File: src/rtl/uart_lite_pkg.sv
// Shared definitions for the AXI UART Lite masters: register map, STAT bit
// positions, AXI response codes and the RX reader state encoding.
package uart_lite_pkg;

  localparam logic [3:0] UART_RX_FIFO_ADDR = 4'h0;
  localparam logic [3:0] UART_STAT_ADDR    = 4'h8;

  localparam int unsigned STAT_RX_VALID = 0;
  localparam int unsigned STAT_OVERRUN  = 5;
  localparam int unsigned STAT_FRAME    = 6;
  localparam int unsigned STAT_PARITY   = 7;

  typedef enum logic [1:0] {
    AXI_RESP_OKAY   = 2'b00,
    AXI_RESP_EXOKAY = 2'b01,
    AXI_RESP_SLVERR = 2'b10,
    AXI_RESP_DECERR = 2'b11
  } axi_resp_t;

  typedef enum logic [2:0] {
    ST_POLL_AR = 3'd0,
    ST_POLL_R  = 3'd1,
    ST_RX_AR   = 3'd2,
    ST_RX_R    = 3'd3,
    ST_HOLD    = 3'd4,
    ST_WAIT    = 3'd5
  } rx_state_t;

  // Line error flags as reported on the line_err port: {frame, overrun, parity}.
  function automatic logic [2:0] stat_line_err(input logic [7:0] stat);
    return {stat[STAT_FRAME], stat[STAT_OVERRUN], stat[STAT_PARITY]};
  endfunction

endpackage

File: src/rtl/uart_poll_timer.sv
// Loadable down-counter pacing STAT polls; done is high while the count is zero.
module uart_poll_timer #(
  parameter int unsigned WIDTH = 4
) (
  input  logic             clk,
  input  logic             rst,
  input  logic             load,
  input  logic [WIDTH-1:0] load_val,
  input  logic             count,
  output logic             done
);

  logic [WIDTH-1:0] cnt_q, cnt_d;

  always_comb begin
    // NOTE: every always_comb output gets a default first so no path leaves it unassigned (no latch).
    cnt_d = cnt_q;
    if (load) begin
      cnt_d = load_val;
    end else if (count && (cnt_q != '0)) begin
      cnt_d = cnt_q - 1'b1;
    end
  end

  always_ff @(posedge clk or posedge rst) begin
    // NOTE: sequential state uses non-blocking assignments so all flops update from pre-edge values.
    if (rst) begin
      cnt_q <= '0;
    end else begin
      cnt_q <= cnt_d;
    end
  end

  assign done = (cnt_q == '0);

endmodule

File: src/rtl/axi_uart_rx_reader.sv
// AXI4-Lite read master draining the UART Lite RX FIFO onto a valid/ready byte stream.
// Define UART_RX_LINE_ERR_EN to accumulate STAT frame/overrun/parity bits into line_err.
module axi_uart_rx_reader
  import uart_lite_pkg::*;
#(
  parameter int unsigned POLL_GAP  = 16,
  parameter logic [3:0]  STAT_ADDR = UART_STAT_ADDR,
  parameter logic [3:0]  RX_ADDR   = UART_RX_FIFO_ADDR
) (
  input  logic       clk,
  input  logic       rst,
  output logic [3:0] araddr,
  output logic       arvalid,
  input  logic       arready,
  input  logic [7:0] rdata,
  input  logic [1:0] rresp,
  input  logic       rvalid,
  output logic       rready,
  output logic [7:0] data,
  output logic       valid,
  input  logic       ready,
  output logic       bus_err,
  output logic [2:0] line_err
);

  localparam int unsigned GAP_W = (POLL_GAP > 1) ? $clog2(POLL_GAP) : 1;
  localparam logic [GAP_W-1:0] GAP_LOAD = GAP_W'(POLL_GAP - 1);

  rx_state_t  state_q, state_d;
  logic [7:0] data_q, data_d;
  logic       bus_err_q, bus_err_d;
  logic       tmr_load, tmr_count, tmr_done;

  uart_poll_timer #(
    .WIDTH (GAP_W)
  ) u_poll_timer (
    .clk      (clk),
    .rst      (rst),
    .load     (tmr_load),
    .load_val (GAP_LOAD),
    .count    (tmr_count),
    .done     (tmr_done)
  );

  always_comb begin
    state_d   = state_q;
    data_d    = data_q;
    bus_err_d = bus_err_q;
    tmr_load  = 1'b0;
    tmr_count = 1'b0;
    unique case (state_q)
      ST_POLL_AR: begin
        if (arready) state_d = ST_POLL_R;
      end
      ST_POLL_R: begin
        if (rvalid) begin
          if (rresp != AXI_RESP_OKAY) begin
            bus_err_d = 1'b1;
            state_d   = ST_WAIT;
            tmr_load  = 1'b1;
          end else if (rdata[STAT_RX_VALID]) begin
            state_d = ST_RX_AR;
          end else begin
            state_d  = ST_WAIT;
            tmr_load = 1'b1;
          end
        end
      end
      ST_RX_AR: begin
        if (arready) state_d = ST_RX_R;
      end
      ST_RX_R: begin
        if (rvalid) begin
          // A failed RX read has already popped the byte in the core; it is lost.
          if (rresp == AXI_RESP_OKAY) begin
            data_d  = rdata;
            state_d = ST_HOLD;
          end else begin
            bus_err_d = 1'b1;
            state_d   = ST_POLL_AR;
          end
        end
      end
      ST_HOLD: begin
        if (ready) state_d = ST_POLL_AR;
      end
      ST_WAIT: begin
        tmr_count = 1'b1;
        if (tmr_done) state_d = ST_POLL_AR;
      end
      default: state_d = ST_POLL_AR;
    endcase
  end

  always_ff @(posedge clk or posedge rst) begin
    if (rst) begin
      state_q   <= ST_POLL_AR;
      data_q    <= '0;
      bus_err_q <= 1'b0;
    end else begin
      state_q   <= state_d;
      data_q    <= data_d;
      bus_err_q <= bus_err_d;
    end
  end

  // The reset state is an address phase, so the AR channel is masked while rst is held.
  always_comb begin
    arvalid = 1'b0;
    araddr  = '0;
    if (!rst) begin
      if (state_q == ST_POLL_AR) begin
        arvalid = 1'b1;
        araddr  = STAT_ADDR;
      end else if (state_q == ST_RX_AR) begin
        arvalid = 1'b1;
        araddr  = RX_ADDR;
      end
    end
  end

  assign rready  = (state_q == ST_POLL_R) || (state_q == ST_RX_R);
  assign valid   = (state_q == ST_HOLD);
  assign data    = data_q;
  assign bus_err = bus_err_q;

`ifdef UART_RX_LINE_ERR_EN
  logic [2:0] line_err_q, line_err_d;

  always_comb begin
    line_err_d = line_err_q;
    if ((state_q == ST_POLL_R) && rvalid && (rresp == AXI_RESP_OKAY)) begin
      line_err_d = line_err_q | stat_line_err(rdata);
    end
  end

  always_ff @(posedge clk or posedge rst) begin
    if (rst) begin
      line_err_q <= '0;
    end else begin
      line_err_q <= line_err_d;
    end
  end

  assign line_err = line_err_q;
`else
  assign line_err = 3'b000;
`endif

endmodule

File: config.mk
export PLATFORM = sky130hd
export DESIGN_NAME = axi_uart_rx_reader
export DESIGN_NICKNAME = d
export VERILOG_FILES = /design/src/rtl/uart_lite_pkg.sv /design/src/rtl/uart_poll_timer.sv /design/src/rtl/axi_uart_rx_reader.sv
export SDC_FILE = /design/constraint.sdc
export NUM_CORES = 1
export LEC_CHECK = 0
export CAP_MARGIN = 15
export CORE_MARGIN = 2
export CORE_UTILIZATION = 40
export CTS_CLUSTER_DIAMETER = 30
export DETAILED_ROUTE_END_ITERATION = 16
export PLACE_DENSITY = 0.76
export RECOVER_POWER = 100
export SLEW_MARGIN = 5
export SYNTH_ARGS = -nofsm -noshare
export SYNTH_HDL_FRONTEND = slang
export SYNTH_SLANG_ARGS = --single-unit
export TNS_END_PERCENT = 100
File: constraint.sdc
create_clock -name clk -period 2.4 [get_ports clk]
set_clock_uncertainty 0.15 [all_clocks]
set_input_delay 0.48 -clock clk [delete_from_list [all_inputs] [get_ports clk]]
set_output_delay 0.48 -clock clk [all_outputs]
set_load 0.01 [all_outputs]
* Word level (Yosys, flattened, before mapping)
Index checks and enable logic that the tools add are counted.
** Word-level totals
- Flip-flop bits (word level) :: 16
- Input bits :: 15
- Output and inout port bits :: 19
- Logic and storage cells :: 57
** Cells by class
- $add $sub $neg :: 1
- Equal/unequal tests :: 13
- Muxes and demuxes :: 27
- Reductions and logical operators :: 12
** Operator list (count)
- $mux 3 :: 9
- $pmux 3 s6 :: 1
- $mux 4 :: 4
- $ne 2x2->1 const B :: 7
- $mux 1 :: 12
- $eq 3x2->1 const B :: 2
- $eq 3x3->1 const B :: 2
- $reduce_and 6->1 :: 1
- $reduce_bool 2->1 :: 3
- $reduce_and 5->1 :: 1
- $logic_not 4->1 :: 1
- $reduce_bool 4->1 :: 1
- $sub 4x1->4 const B :: 1
- $eq 3x1->1 const B :: 1
- $logic_not 3->1 :: 1
- $reduce_and 3->1 :: 1
- $logic_not 2->1 :: 1
- $ne 2x1->1 const B :: 1
- $pmux 1 s2 :: 1
- $logic_and 1x1->1 :: 1
- $logic_or 1x1->1 :: 1

* Depth between registers and ports, before layout
- Word-level depth :: 5
- Gate-level depth with buffers :: 7
- Depth with buffers taken out :: 6

* Hierarchy
From an unflattened synthesis, not the netlist that was laid out.
** Second synthesis, totals
- Cells, all modules :: 84
- Area total of the unflattened synthesis :: 922.1 um^2
** By module, submodules not included
- axi_uart_rx_reader :: times used 1, cells each 56, area each 660.6 um^2, seq. area each 300.3 um^2
- uart_poll_timer :: times used 1, cells each 28, area each 261.5 um^2, seq. area each 100.1 um^2

* Least setup slack after synthesis
No wires, ideal clock.
- Kind :: register to register
- Start point :: reg u_poll_timer.cnt_q[0]
- End point :: reg state_q[1]
- Setup time :: 0.125 ns
- Arrival :: 1.470 ns
- Required time :: 2.125 ns
- Slack :: 0.655 ns
- Stages on the path, launching flop included :: 8
- Buffers on the path :: 1
- Clock period less this slack :: 1.745 ns
- Cell sequence :: dfrtp_1 inv_1 ha_1 nor3b_1 or2_1 buf_6 o221a_4 mux2_4
** Between the ends
- Longest elaborated chain between the ends :: 3
** RTL lines
- start: declaration :: RTL line uart_poll_timer.sv:13 : logic [WIDTH-1:0] cnt_q, cnt_d;
- start signal: assignment :: RTL line uart_poll_timer.sv:30 : cnt_q <= cnt_d;
- $logic_not 4->1 :: RTL line uart_poll_timer.sv:34 : assign done = (cnt_q == '0);
- $ne 2x2->1 (no line)
- $reduce_and 6->1 (no line)
- end signal: assignment :: RTL line axi_uart_rx_reader.sv:101 : state_q <= state_d;
- end: declaration :: RTL line axi_uart_rx_reader.sv:29 : rx_state_t state_q, state_d;
No other way between the ends.
A chain may end at the register's enable or synchronous reset.

* Final worst setup path
- Start point :: reg state_q[2]
- End point :: out rready
** Between the ends
- Longest elaborated chain between the ends :: 2
- Elaborated cells between the ends (all ways) :: 3
- Those cells by class :: 2 x eq/ne; 1 x reduce/logical
** RTL lines
- $eq 3x1->1 / $eq 3x2->1 (equally long branches) :: RTL line axi_uart_rx_reader.sv:122 : assign rready = (state_q == ST_POLL_R) || (state_q == ST_RX_R);
- $logic_or 1x1->1 (*) :: RTL line axi_uart_rx_reader.sv:122
- end: declaration :: RTL line axi_uart_rx_reader.sv:18 : output logic rready,
Mark *: on every way between the ends. The rest lies on a longest branch, timed or not.

==> impl_metrics.py <==
metrics = {
    "sta": {
        "final.setup.tns_ns": 0,
        "slew_headroom_pct": 44.6,
        "fmax_mhz": 433,
        "post-route-worst-setup-slack_ns": 0.0915,
        "hold_viol_final": 0,
        "maxSlewViolCount": 0,
        "setup_viol_count_final": 0,
        "tightest_slew_ns": 0.810,
        "min_period_over_period_pct": 96.2,
        "rsz0062_at_grt": "false",
        "finalCriticalPeriod_ns": 2.31,
    },
    "job": {
        "cap_violations": 0,
    },
    "synthesis": {
        "synth-seq-area-share_pct": 43.8,
        "syn_area_um2": 913,
        "yosysWarnings": 0,
        "syn_area_per_cell_um2": 11.3,
        "synth.ff_latch_count": 16,
        "synth_cells": 81,
        "yosysUniqueCellTypes": 34,
        "synth.top_cell.area_share_pct": 43.8,
        "synth_edf_count": 0,
        "synth.area.top_cells": "dfrtp_1, mux2_2, buf_4",
        "yosysTopAreaCell": "dfrtp_1",
        "synth-main-ff-cell": "dfrtp_1",
        "synthArstFlopShare_pct": 100,
    },
    "clock_tree": {
        "cts_resized": 0,
        "postCtsSetupBuffers": 0,
        "cts_tree": "done",
        "cts_buffers": 3,
        "clockRootBuffer": "clkbuf_4",
        "cts_sinks": 16,
        "clock_latency_ns": 0.28,
        "ctsHoldBuffers": 0,
        "cts.clk_slew.worst_paths_ns": 0.10,
        "cts.htree.levels": 1,
        "clk_path_buf_depth": 2,
    },
    "global_route": {
        "antenna_found_initial": 0,
        "grt_max_degree": 17,
        "grt_remaining_overflow": 0,
        "grt_pass1_wl_mm": 2.87,
        "grt_usage_pct": 14.2,
        "grt_pass1_vias": 708,
    },
    "pwr": {
        "p_sw_uw": 450,
        "p_comb_share_pct": 49.4,
        "p_seq_share_pct": 36.8,
        "power.total_mw": 1.27,
        "peakVddDrop_uv": 516,
        "p_per_area_nw_per_um2": 1060,
        "cellLeakagePower_nw": 0.560,
        "power.share.clock_pct": 13.8,
        "internal-power_uw": 816,
        "switching_share_pct": 35.5,
    },
    "worst_hold_path": {
        "hold_end": "bus_err",
        "hold_class": "flip-flop to flip-flop",
        "worstHoldStart": "bus_err",
        "holdPathStages": 1,
    },
    "worst_setup_path": {
        "r2r_slack_ns": 0.37,
        "required_ns": 1.77,
        "crit_type": "flip-flop to output port",
        "r2r-end": "state_q[1]",
        "startpoint_type": "flip-flop",
        "path_max_fanout": 12,
        "cp.arrival_ns": 1.68,
        "r2r_cells": 6,
        "r2r_start": "u_poll_timer.cnt_q[0]",
        "worstSetupEndpointType": "output port",
    },
    "placed_design": {
        "gp_congestion": 0.834,
        "dpl.cell_count": 134,
        "portBuffers": 27,
        "pre_cts_slack_ns": 0.0505,
        "hpwl_mm": 1.29,
        "dpl_cell_area_um2": 1180,
    },
    "layout": {
        "area_growth_pct": 30.3,
        "final_nets": 127,
        "fill_cells": 198,
        "final_area_um2": 1190,
        "layout-drive-gt1-share_pct": 18.2,
        "diodes": 0,
        "layout.cells.non_filler": 138,
    },
    "detailed_routing": {
        "avgRoutedWirePerCell_um": 11.8,
        "drt_pass1_iterations": 4,
        "drc": 0,
        "vias": 684,
        "viasPerCell": 4.96,
        "drtIter0Drc": 4,
        "wirelength_mm": 1.63,
        "ant_nets": 0,
    },
    "floorplan": {
        "start_util_pct": 41.7,
        "fp.dieH_um": 51.8,
        "chipWidth_um": 51.8,
        "fp.coreArea_um2": 2190,
        "die_area_um2": 2680,
        "num_io_pins": 34,
        "row_count": 17,
    },
    "run_status": {
        "status": "finished clean",
    },
}
cells in the mapped netlist, types with 2 or more instances:
library cell and count:
xnor2_1 2, nand2_1 7, a21oi_1 3, mux2_2 7, inv_1 5, nor2_1 4, nor3_1 2, buf_4 8
nor3b_1 3, dfrtp_1 16
flip-flops by register name, summed over array words and instances (netlist names):
register / cells
bus_err: 1
u_poll_timer.cnt_q: 4
state_q: 3
data: 8
worst max-delay path: stages, from the launching register on:
cell and delay, ns:
dfrtp_1 0.51, and2b_1 0.32, clkdlybuf4s50_1 0.56
area by class of cell:
type	count	area [um2]	share of cell area, %
Sequential cell	16	400	33.6
Inverter	5	18.8	1.58
Tap cell	28	35.0	2.94
Timing Repair Buffer	30	287	24.1
Multi-Input combinational cell	55	413	34.7
Clock buffer	4	36.3	3.05
stage by stage:
| stage | hold WS [ns] | utilization [%] |
|---|---|---|
| 2_1_floorplan | 0.244 | - |
| 3_3_place_gp | 0.313 | 54.0 |
| 3_5_place_dp | 0.316 | 54.0 |
| 4_1_cts | 0.339 | 55.7 |
| 5_1_grt | 0.348 | 54.3 |
| 6_report | 0.327 | 54.3 |
power groups by stage:
stage	Clock, mW	Combinational [mW]	Sequential (mW)
finish	0.174	0.626	0.466
global route	0.198	0.697	0.481
CTS	0.182	0.687	0.473
detailed placement	0	0.682	0.479
global placement	0	0.665	0.475
floorplan	0	0.471	0.463
cells in the final DEF (no fill, tap or decap), drive strengths merged, types with 2 or more instances in the layout:
cell	n
nand2	7
clkbuf	5
inv	5
nor2	5
nor3	2
dfrtp	16
buf	3
nor3b	3
conb	6
nand4b	2
xnor2	2
clkdlybuf4s50	15
mux2	9
dlygate4sd3	11
a21oi	3
or2	2
cells by family after synthesis:
kind of cell               Yosys count  synth area share [%]
buffers and inverters               15                  10.4
and+or+nand+nor                     26                  18.2
adders and majority gates            1                  1.37
muxes                               10                  12.6
other                                1                 0.411
DFF                                 16                  43.8
xor gates and xnor gates             2                  1.92
AOI/OAI and AO/OA                   10                  11.2
metal layers:
layer  global-route usage, %  part of all wire [%]
met5                       0                     0
met4                    6.58                   1.0
met3                    2.01                   4.2
met2                    25.6                    52
met1                    16.4                    43
worst max path at each step:
stage | start | to | slack (ns) | cells past startpoint
floorplan | u_poll_timer.cnt_q[0] | state_q[1] | 0.65 | 7
global placement | rst | araddr[3] | 0.12 | 3
CTS | rst | araddr[3] | 0.05 | 3
detailed placement | rst | araddr[3] | 0.05 | 3
global route | rresp[1] | u_poll_timer.cnt_q[1] | 0.04 | 5
finish | state_q[2] | rready | 0.09 | 2
No activity file was read; power rests on OpenSTA's default activity.
